===== src/rtl/mvm_avalon_loader.sv =====
// mvm_avalon_loader
// Avalon-MM read master. It fetches an NxN byte matrix A (words 0..N-1) and
// an N-byte vector B (word N) from memory. It then streams them byte by byte
// into the fill interface of the matrix-vector unit: row i goes to A FIFO i,
// and the vector goes to the B FIFO.
//
// Ports:
//   clk, rst_n          clock, synchronous active-low reset
//   start               one-cycle load request, honoured only in IDLE
//   busy, done          busy from the cycle after start; done pulses once at the end
//   avm_*               Avalon-MM read master (one read outstanding at a time)
//   a_wren/a_data/a_full  A FIFO fill lanes (one-hot strobe, per-lane data)
//   b_wren/b_data/b_full  B FIFO fill port
//   state_dbg           current FSM state
//                       (0 IDLE, 1 REQ, 2 WAIT, 3 PUSH, 4 DONE)
//
// Handshakes:
//   - A read is accepted on an edge where avm_read=1 and avm_waitrequest=0.
//     Until then, address and read stay frozen.
//   - Data is taken only on an edge where avm_readdatavalid=1 while in WAIT.
//   - A FIFO byte is written only when the full flag sampled on the previous
//     edge was 0. The strobe and data are registered, so they appear the
//     cycle after that edge.
module mvm_avalon_loader #(
    parameter int                    ADDR_WIDTH = 32,
    parameter logic [ADDR_WIDTH-1:0] BASE_ADDR  = '0,
    parameter int                    N          = 8
) (
    input  logic                  clk,
    input  logic                  rst_n,
    input  logic                  start,
    output logic                  busy,
    output logic                  done,
    output logic [ADDR_WIDTH-1:0] avm_address,
    output logic                  avm_read,
    input  logic [8*N-1:0]        avm_readdata,
    input  logic                  avm_waitrequest,
    input  logic                  avm_readdatavalid,
    output logic [N-1:0]          a_wren,
    output logic [N-1:0][7:0]     a_data,
    input  logic [N-1:0]          a_full,
    output logic                  b_wren,
    output logic [7:0]            b_data,
    input  logic                  b_full,
    output logic [2:0]            state_dbg
);

    localparam int WW = $clog2(N + 1);
    localparam int BW = $clog2(N);

    typedef enum logic [2:0] {
        S_IDLE = 3'd0,
        S_REQ  = 3'd1,
        S_WAIT = 3'd2,
        S_PUSH = 3'd3,
        S_DONE = 3'd4
    } state_t;

    state_t                  state, state_n;
    logic [WW-1:0]           word_idx, word_idx_n;
    logic [BW-1:0]           byte_idx, byte_idx_n;
    logic [8*N-1:0]          shreg, shreg_n;
    logic                    busy_n, done_n, avm_read_n, b_wren_n;
    logic [ADDR_WIDTH-1:0]   avm_address_n;
    logic [N-1:0]            a_wren_n;
    logic [N-1:0][7:0]       a_data_n;
    logic [7:0]              b_data_n;
    logic                    is_b, target_full;
    logic [BW-1:0]           lane;
    logic [WW-1:0]           word_inc;

    // Word N is the vector; every lower word is an A row whose index is the lane.
    assign is_b        = (word_idx == WW'(N));
    assign lane        = word_idx[BW-1:0];
    assign target_full = is_b ? b_full : a_full[lane];
    assign word_inc    = word_idx + WW'(1);
    assign state_dbg   = state;

    always_comb begin
        state_n       = state;
        word_idx_n    = word_idx;
        byte_idx_n    = byte_idx;
        shreg_n       = shreg;
        busy_n        = busy;
        done_n        = 1'b0;
        avm_read_n    = avm_read;
        avm_address_n = avm_address;
        a_wren_n      = '0;
        a_data_n      = '0;
        b_wren_n      = 1'b0;
        b_data_n      = '0;
        case (state)
            S_IDLE: begin
                if (start) begin
                    state_n       = S_REQ;
                    word_idx_n    = '0;
                    busy_n        = 1'b1;
                    avm_read_n    = 1'b1;
                    avm_address_n = BASE_ADDR;
                end
            end
            S_REQ: begin
                if (!avm_waitrequest) begin
                    state_n    = S_WAIT;
                    avm_read_n = 1'b0;
                end
            end
            S_WAIT: begin
                if (avm_readdatavalid) begin
                    shreg_n    = avm_readdata;
                    byte_idx_n = '0;
                    state_n    = S_PUSH;
                end
            end
            S_PUSH: begin
                // A full target simply holds everything; the byte is retried.
                if (!target_full) begin
                    if (is_b) begin
                        b_wren_n = 1'b1;
                        b_data_n = shreg[7:0];
                    end else begin
                        a_wren_n[lane] = 1'b1;
                        a_data_n[lane] = shreg[7:0];
                    end
                    shreg_n    = shreg >> 8;
                    byte_idx_n = byte_idx + BW'(1);
                    if (byte_idx == BW'(N - 1)) begin
                        if (is_b) begin
                            state_n = S_DONE;
                            busy_n  = 1'b0;
                            done_n  = 1'b1;
                        end else begin
                            word_idx_n    = word_inc;
                            state_n       = S_REQ;
                            avm_read_n    = 1'b1;
                            avm_address_n = BASE_ADDR + ADDR_WIDTH'({word_inc, 3'b000});
                        end
                    end
                end
            end
            S_DONE: begin
                state_n = S_IDLE;
            end
            default: begin
                state_n = S_IDLE;
            end
        endcase
    end

    always_ff @(posedge clk) begin
        if (!rst_n) begin
            state       <= S_IDLE;
            word_idx    <= '0;
            byte_idx    <= '0;
            shreg       <= '0;
            busy        <= 1'b0;
            done        <= 1'b0;
            avm_read    <= 1'b0;
            avm_address <= BASE_ADDR;
            a_wren      <= '0;
            a_data      <= '0;
            b_wren      <= 1'b0;
            b_data      <= '0;
        end else begin
            state       <= state_n;
            word_idx    <= word_idx_n;
            byte_idx    <= byte_idx_n;
            shreg       <= shreg_n;
            busy        <= busy_n;
            done        <= done_n;
            avm_read    <= avm_read_n;
            avm_address <= avm_address_n;
            a_wren      <= a_wren_n;
            a_data      <= a_data_n;
            b_wren      <= b_wren_n;
            b_data      <= b_data_n;
        end
    end

endmodule


===== config.mk =====
export PLATFORM = sky130hd
export DESIGN_NAME = mvm_avalon_loader
export DESIGN_NICKNAME = d
export VERILOG_FILES = /design/src/rtl/mvm_avalon_loader.sv
export SDC_FILE = /design/constraint.sdc
export NUM_CORES = 1
export LEC_CHECK = 0
export ABC_AREA = 1
export CAP_MARGIN = 40
export CORE_ASPECT_RATIO = 1.75
export CORE_UTILIZATION = 48
export CTS_BUF_LIST = sky130_fd_sc_hd__clkbuf_4 sky130_fd_sc_hd__clkbuf_8
export DETAILED_ROUTE_END_ITERATION = 8
export PLACE_DENSITY = 0.82
export SYNTH_ARGS = -nofsm -noshare
export SYNTH_HDL_FRONTEND = slang
export SYNTH_SLANG_ARGS = --single-unit

===== constraint.sdc =====
create_clock -name clk -period 2.12 [get_ports clk]
set_clock_uncertainty 0.1 [all_clocks]
set_input_delay 0.424 -clock clk [delete_from_list [all_inputs] [get_ports clk]]
set_output_delay 0.424 -clock clk [all_outputs]
set_load 0.03 [all_outputs]

* Word-level counts from Yosys, hierarchy flattened
Index checks and enable logic that the tools add are counted.
Cells by class: add/subtract/negate cells 2, magnitude comparators 2, equal/unequal tests 12, muxes and demuxes 41, bitwise logic cells 5, reductions and logical operators 14
Operators by type and width (number):
- 32-bit two-way mux | 4
- 64-bit two-way mux | 2
- 64-bit one-hot mux with 2 select lines | 1
- 64-bit bitwise AND | 1
- 32-bit one-hot mux with 2 select lines | 1
- 8-bit demux with 3-bit select | 1
- 3-bit two-way mux | 8
- 4-bit two-way mux | 4
- 5-bit AND reduction | 3
- 2-bit inequality test (second input constant) | 7
- 1-bit two-way mux | 12
- 3-bit one-hot mux with 4 select lines | 1
- 4-bit OR reduction | 3
- 8-bit two-way mux | 1
- 4-bit one-hot mux with 2 select lines | 1
- 3-bit by 2-bit == test with 1-bit output (second input constant) | 2
- 3-bit one-hot mux with 2 select lines | 1
- 6-bit AND reduction | 1
- 4-bit by 1-bit adder with 4-bit output (second input constant) | 1
- 4-bit == test (second input constant) | 1
- 3-bit by 4-bit < comparator with 1-bit output (second input constant) | 1
- 1-bit inverter | 4
- 2-bit nonzero test | 2
- 3-bit by 1-bit adder with 3-bit output (second input constant) | 1
- other kinds (12) | 12
Word-level totals: register bits 190

* Depth between registers and ports, before layout
Gate-level depths: netlist of run 1.
depth in word-level cells 5, gate-level depth with buffers 13, depth with buffers taken out 12

* Least setup slack after synthesis of run 1
Ideal clock, no wire load.
path type register to register, start register avm_address[3] (netlist name), end register shreg[34], library setup time 0.132 ns, arrival 1.862 ns, data required time 1.888 ns, slack 0.026 ns, stages on the path, launching flop included 14, period minus slack after synthesis 2.094 ns, cells stage by stage dfxtp_1 -> buf_4 -> inv_2 -> ha_1 -> nand3_2 -> nand2_1 -> nor2_1 -> nand3_2 -> nand3_2 -> nand2_2 -> buf_6 -> buf_6 -> nand2_1 -> a21oi_1
RTL lines:
- end signal: assignment | line 168 | shreg <= shreg_n;
- end: declaration | line 62 | logic [8*N-1:0] shreg, shreg_n;

==> results of run 1 <==
==> power by group through the flow <==
stage | sequential [mW] | combinational [mW] | clock (mW)
after floorplan | 3.71 | 2.28 | 0
after global placement | 3.61 | 3.32 | 0
after detailed placement | 3.61 | 3.38 | 0
after CTS | 3.55 | 3.37 | 2.30
after global routing | 3.60 | 3.72 | 2.43
final | 3.56 | 3.39 | 2.25
==> cell usage after synthesis <==
| cell type | number |
|---|---|
| a21oi_1 | 69 |
| buf_1 | 1 |
| buf_2 | 15 |
| buf_4 | 38 |
| buf_6 | 12 |
| clkbuf_1 | 8 |
| clkinv_1 | 9 |
| conb_1 | 1 |
| dfxtp_1 | 158 |
| ha_1 | 4 |
| inv_1 | 29 |
| inv_2 | 8 |
| nand2_1 | 271 |
| nand2_2 | 1 |
| nand3_1 | 53 |
| nand3_2 | 21 |
| nand4_1 | 13 |
| nand4_2 | 1 |
| nor2_1 | 101 |
| nor2_2 | 2 |
| nor2_4 | 2 |
| nor2_8 | 2 |
| nor3_1 | 3 |
| o211ai_1 | 1 |
| o21ai_0 | 2 |
| o21ai_1 | 3 |
| or2_1 | 1 |
| or2_2 | 1 |
| xor2_1 | 1 |
==> worst max-delay path: stages (launching register included) <==
cell	delay, ns
dfxtp_1	0.36
buf_4	0.19
nor2_1	0.06
nand2_1	0.05
nand2_1	0.04
nor2_1	0.20
nand3_2	0.16
inv_2	0.17
buf_12	0.13
nand3_2	0.21
nor2_1	0.25
==> repair_timing <==
item	in CTS	in global routing
pin swaps	0	1
buffers inserted	0	5
gates cloned	0	0
resized for setup	5	4
endpoints found under the setup margin	5	49
==> layout make-up <==
class	instances	share of cell area, %
flip-flops and latches	158	36.4
multi-input cells	580	30.2
repair buffers	202	24.0
clock buffers	17	2.69
well taps	171	2.46
clock inverters	15	2.23
inverters	46	1.99
==> per-stage QoR <==
stage | std cells | worst slack [ns] | cell area [um^2] | power [mW] | util [%]
final | 1189 | 0.110 | 8690 | 9.20 | 67.2
after detailed placement | 1152 | -0.162 | 8220 | 6.99 | 63.5
after global placement | 1152 | -0.0982 | 8220 | 6.93 | 63.5
after floorplan | 858 | 0.0257 | 6480 | 5.99 | -
after global routing | 1189 | 0.00327 | 8690 | 9.75 | 67.2
after CTS | 1184 | 0.0170 | 8640 | 9.21 | 66.8
==> cells by family after synthesis <==
| logic type | count (synthesis) | synth area share [%] |
|---|---|---|
| and+or+nand+nor | 472 | 32.5 |
| adders and majority gates | 4 | 0.784 |
| DFF | 158 | 49.6 |
| AOI/OAI and AO/OA | 75 | 5.92 |
| buffers and inverters | 120 | 11.0 |
| xor gates and xnor gates | 1 | 0.137 |
| other | 1 | 0.0588 |
==> per-layer routing <==
metal	global-route usage (%)	vias up	routed length, um
li1	-	2902	-
met1	24.5	2600	5730
met2	43.4	210	8650
met3	3.90	40	792
met4	11.4	0	537
met5	0	-	0
==> registers in the layout, summed over array words and instances (netlist names) <==
signal,count
a_data,64
a_wren,8
avm_address,4
avm_read,1
b_data,8
b_wren,1
busy,1
byte_idx,3
done,1
shreg,64
state_dbg,3
==> path summary, 6_finish.rpt <==
path                       start          to  slack [ns]  cells after the start
setup / recovery  avm_address[3]  a_data[34]        0.11                     10
hold / removal          shreg[8]    shreg[8]        0.36                      2
setup reg to reg  avm_address[3]  a_data[34]        0.11                     10
hold reg to reg         shreg[8]    shreg[8]        0.36                      2
==> results.ini, run 1 <==
[setup_path]
endpoint_kind=register
worst-setup-path-type=reg2reg
cp.arrival_ns=2.27
cp_max_fo=11
crit_path_start_kind=register
crit_required_ns=2.38

[synthesis]
synth.top_cell.area_share_pct=49.6
synth_area_leaders=dfxtp_1 (50%), nand2_1 (16%), nor2_1 (5.9%)
synth_area_mm2=0.00638
synthCells=831
ys_warn_count=0
ys_seq_area_share_pct=49.6
ys_types=29
avgSynthCellArea_um2=7.68
yosysTopAreaCell=dfxtp_1
synth_seq_cells=158

[drt]
final_antenna_net_count=0
first_iter_violations=264
drt_pass1_iterations=5
avgViaCountPerCell=4.84
remaining_drc_errors=0
drt_wl_total_um=15700
wl_per_cell_um=13.2
vias=5752

[sta]
clock.fmax_mhz=498
fin_crit_sh_pct=94.8
rsz0062_at_grt=false
finalHoldViolations=0
tns_ns=0
setup_viol=0
final-max-slew-violation-count=0
period_minus_slack_ns=2.01
hold_ws_ns=0.364

[power_and_ir_drop]
vdd_drop_max_mv=0.621
switching_share_pct=39.9
p_seq_share_pct=38.7
leakagePower_nw=3.70
p_switching_mw=3.67
combPwrFrac_pct=36.8
p_int_mw=5.53
p_per_area_mw_per_mm2=1060
clock_power_share_pct=24.5

[job]
drv_cap=0

[placement]
dp_hpwl_um=11400
gp_congestion=0.855
portBuffers=168

[floorplan]
rows=55
die_area_mm2=0.0138
die_h_um=155
fp.dieW_um=89.2
design.core.area_mm2=0.0129
io_pins=197
start_util_pct=49.3

[run_status]
status=finished, final reports clean

[global_route]
grt_pass1_vias=5366
grt_pass1_wl_um=25000
grt_max_degree=69
gr-total-overflow=0
antenna_found_initial=0
grtUsageTotal_pct=23.4

[cts]
cts_made_buffers=17
cts.sinks=158
cts_tree=yes
cts.path.max_buffers=2
cts_hold_buf=0
htree_levels=4
cts_root_buffer=clkbuf_8
clk_latency_ns=0.44
clk_pin_slew_ns=0.10

[finish]
drive_above_1_share_pct=10.5
nets=1087
syn_to_final_growth_pct=36.2
fill_cells=1118
antenna_cells=0
seq_area_mm2=0.00317
final_cell_mix=nand2_1 (271), clkdlybuf4s50_1 (162), dfxtp_1 (156), nor2_1 (101), a21oi_1 (69)
final_common_cell=nand2_1
multiInputGateArea_mm2=0.00263

[hold_path]
min_path_type=reg2reg

Power figures use the tool's default switching activity.
==> run 2: changes to the inputs <==
--- a/config.mk
+++ b/config.mk
@@ -6,7 +6,7 @@
 export NUM_CORES = 1
 export LEC_CHECK = 0
 export ABC_AREA = 1
-export CAP_MARGIN = 40
+export CAP_MARGIN = 15
 export CORE_ASPECT_RATIO = 1.75
 export CORE_UTILIZATION = 48
 export CTS_BUF_LIST = sky130_fd_sc_hd__clkbuf_4 sky130_fd_sc_hd__clkbuf_8
==> results of run 2 <==
The final DEF is identical to that of run 1; final timing and power are the same.
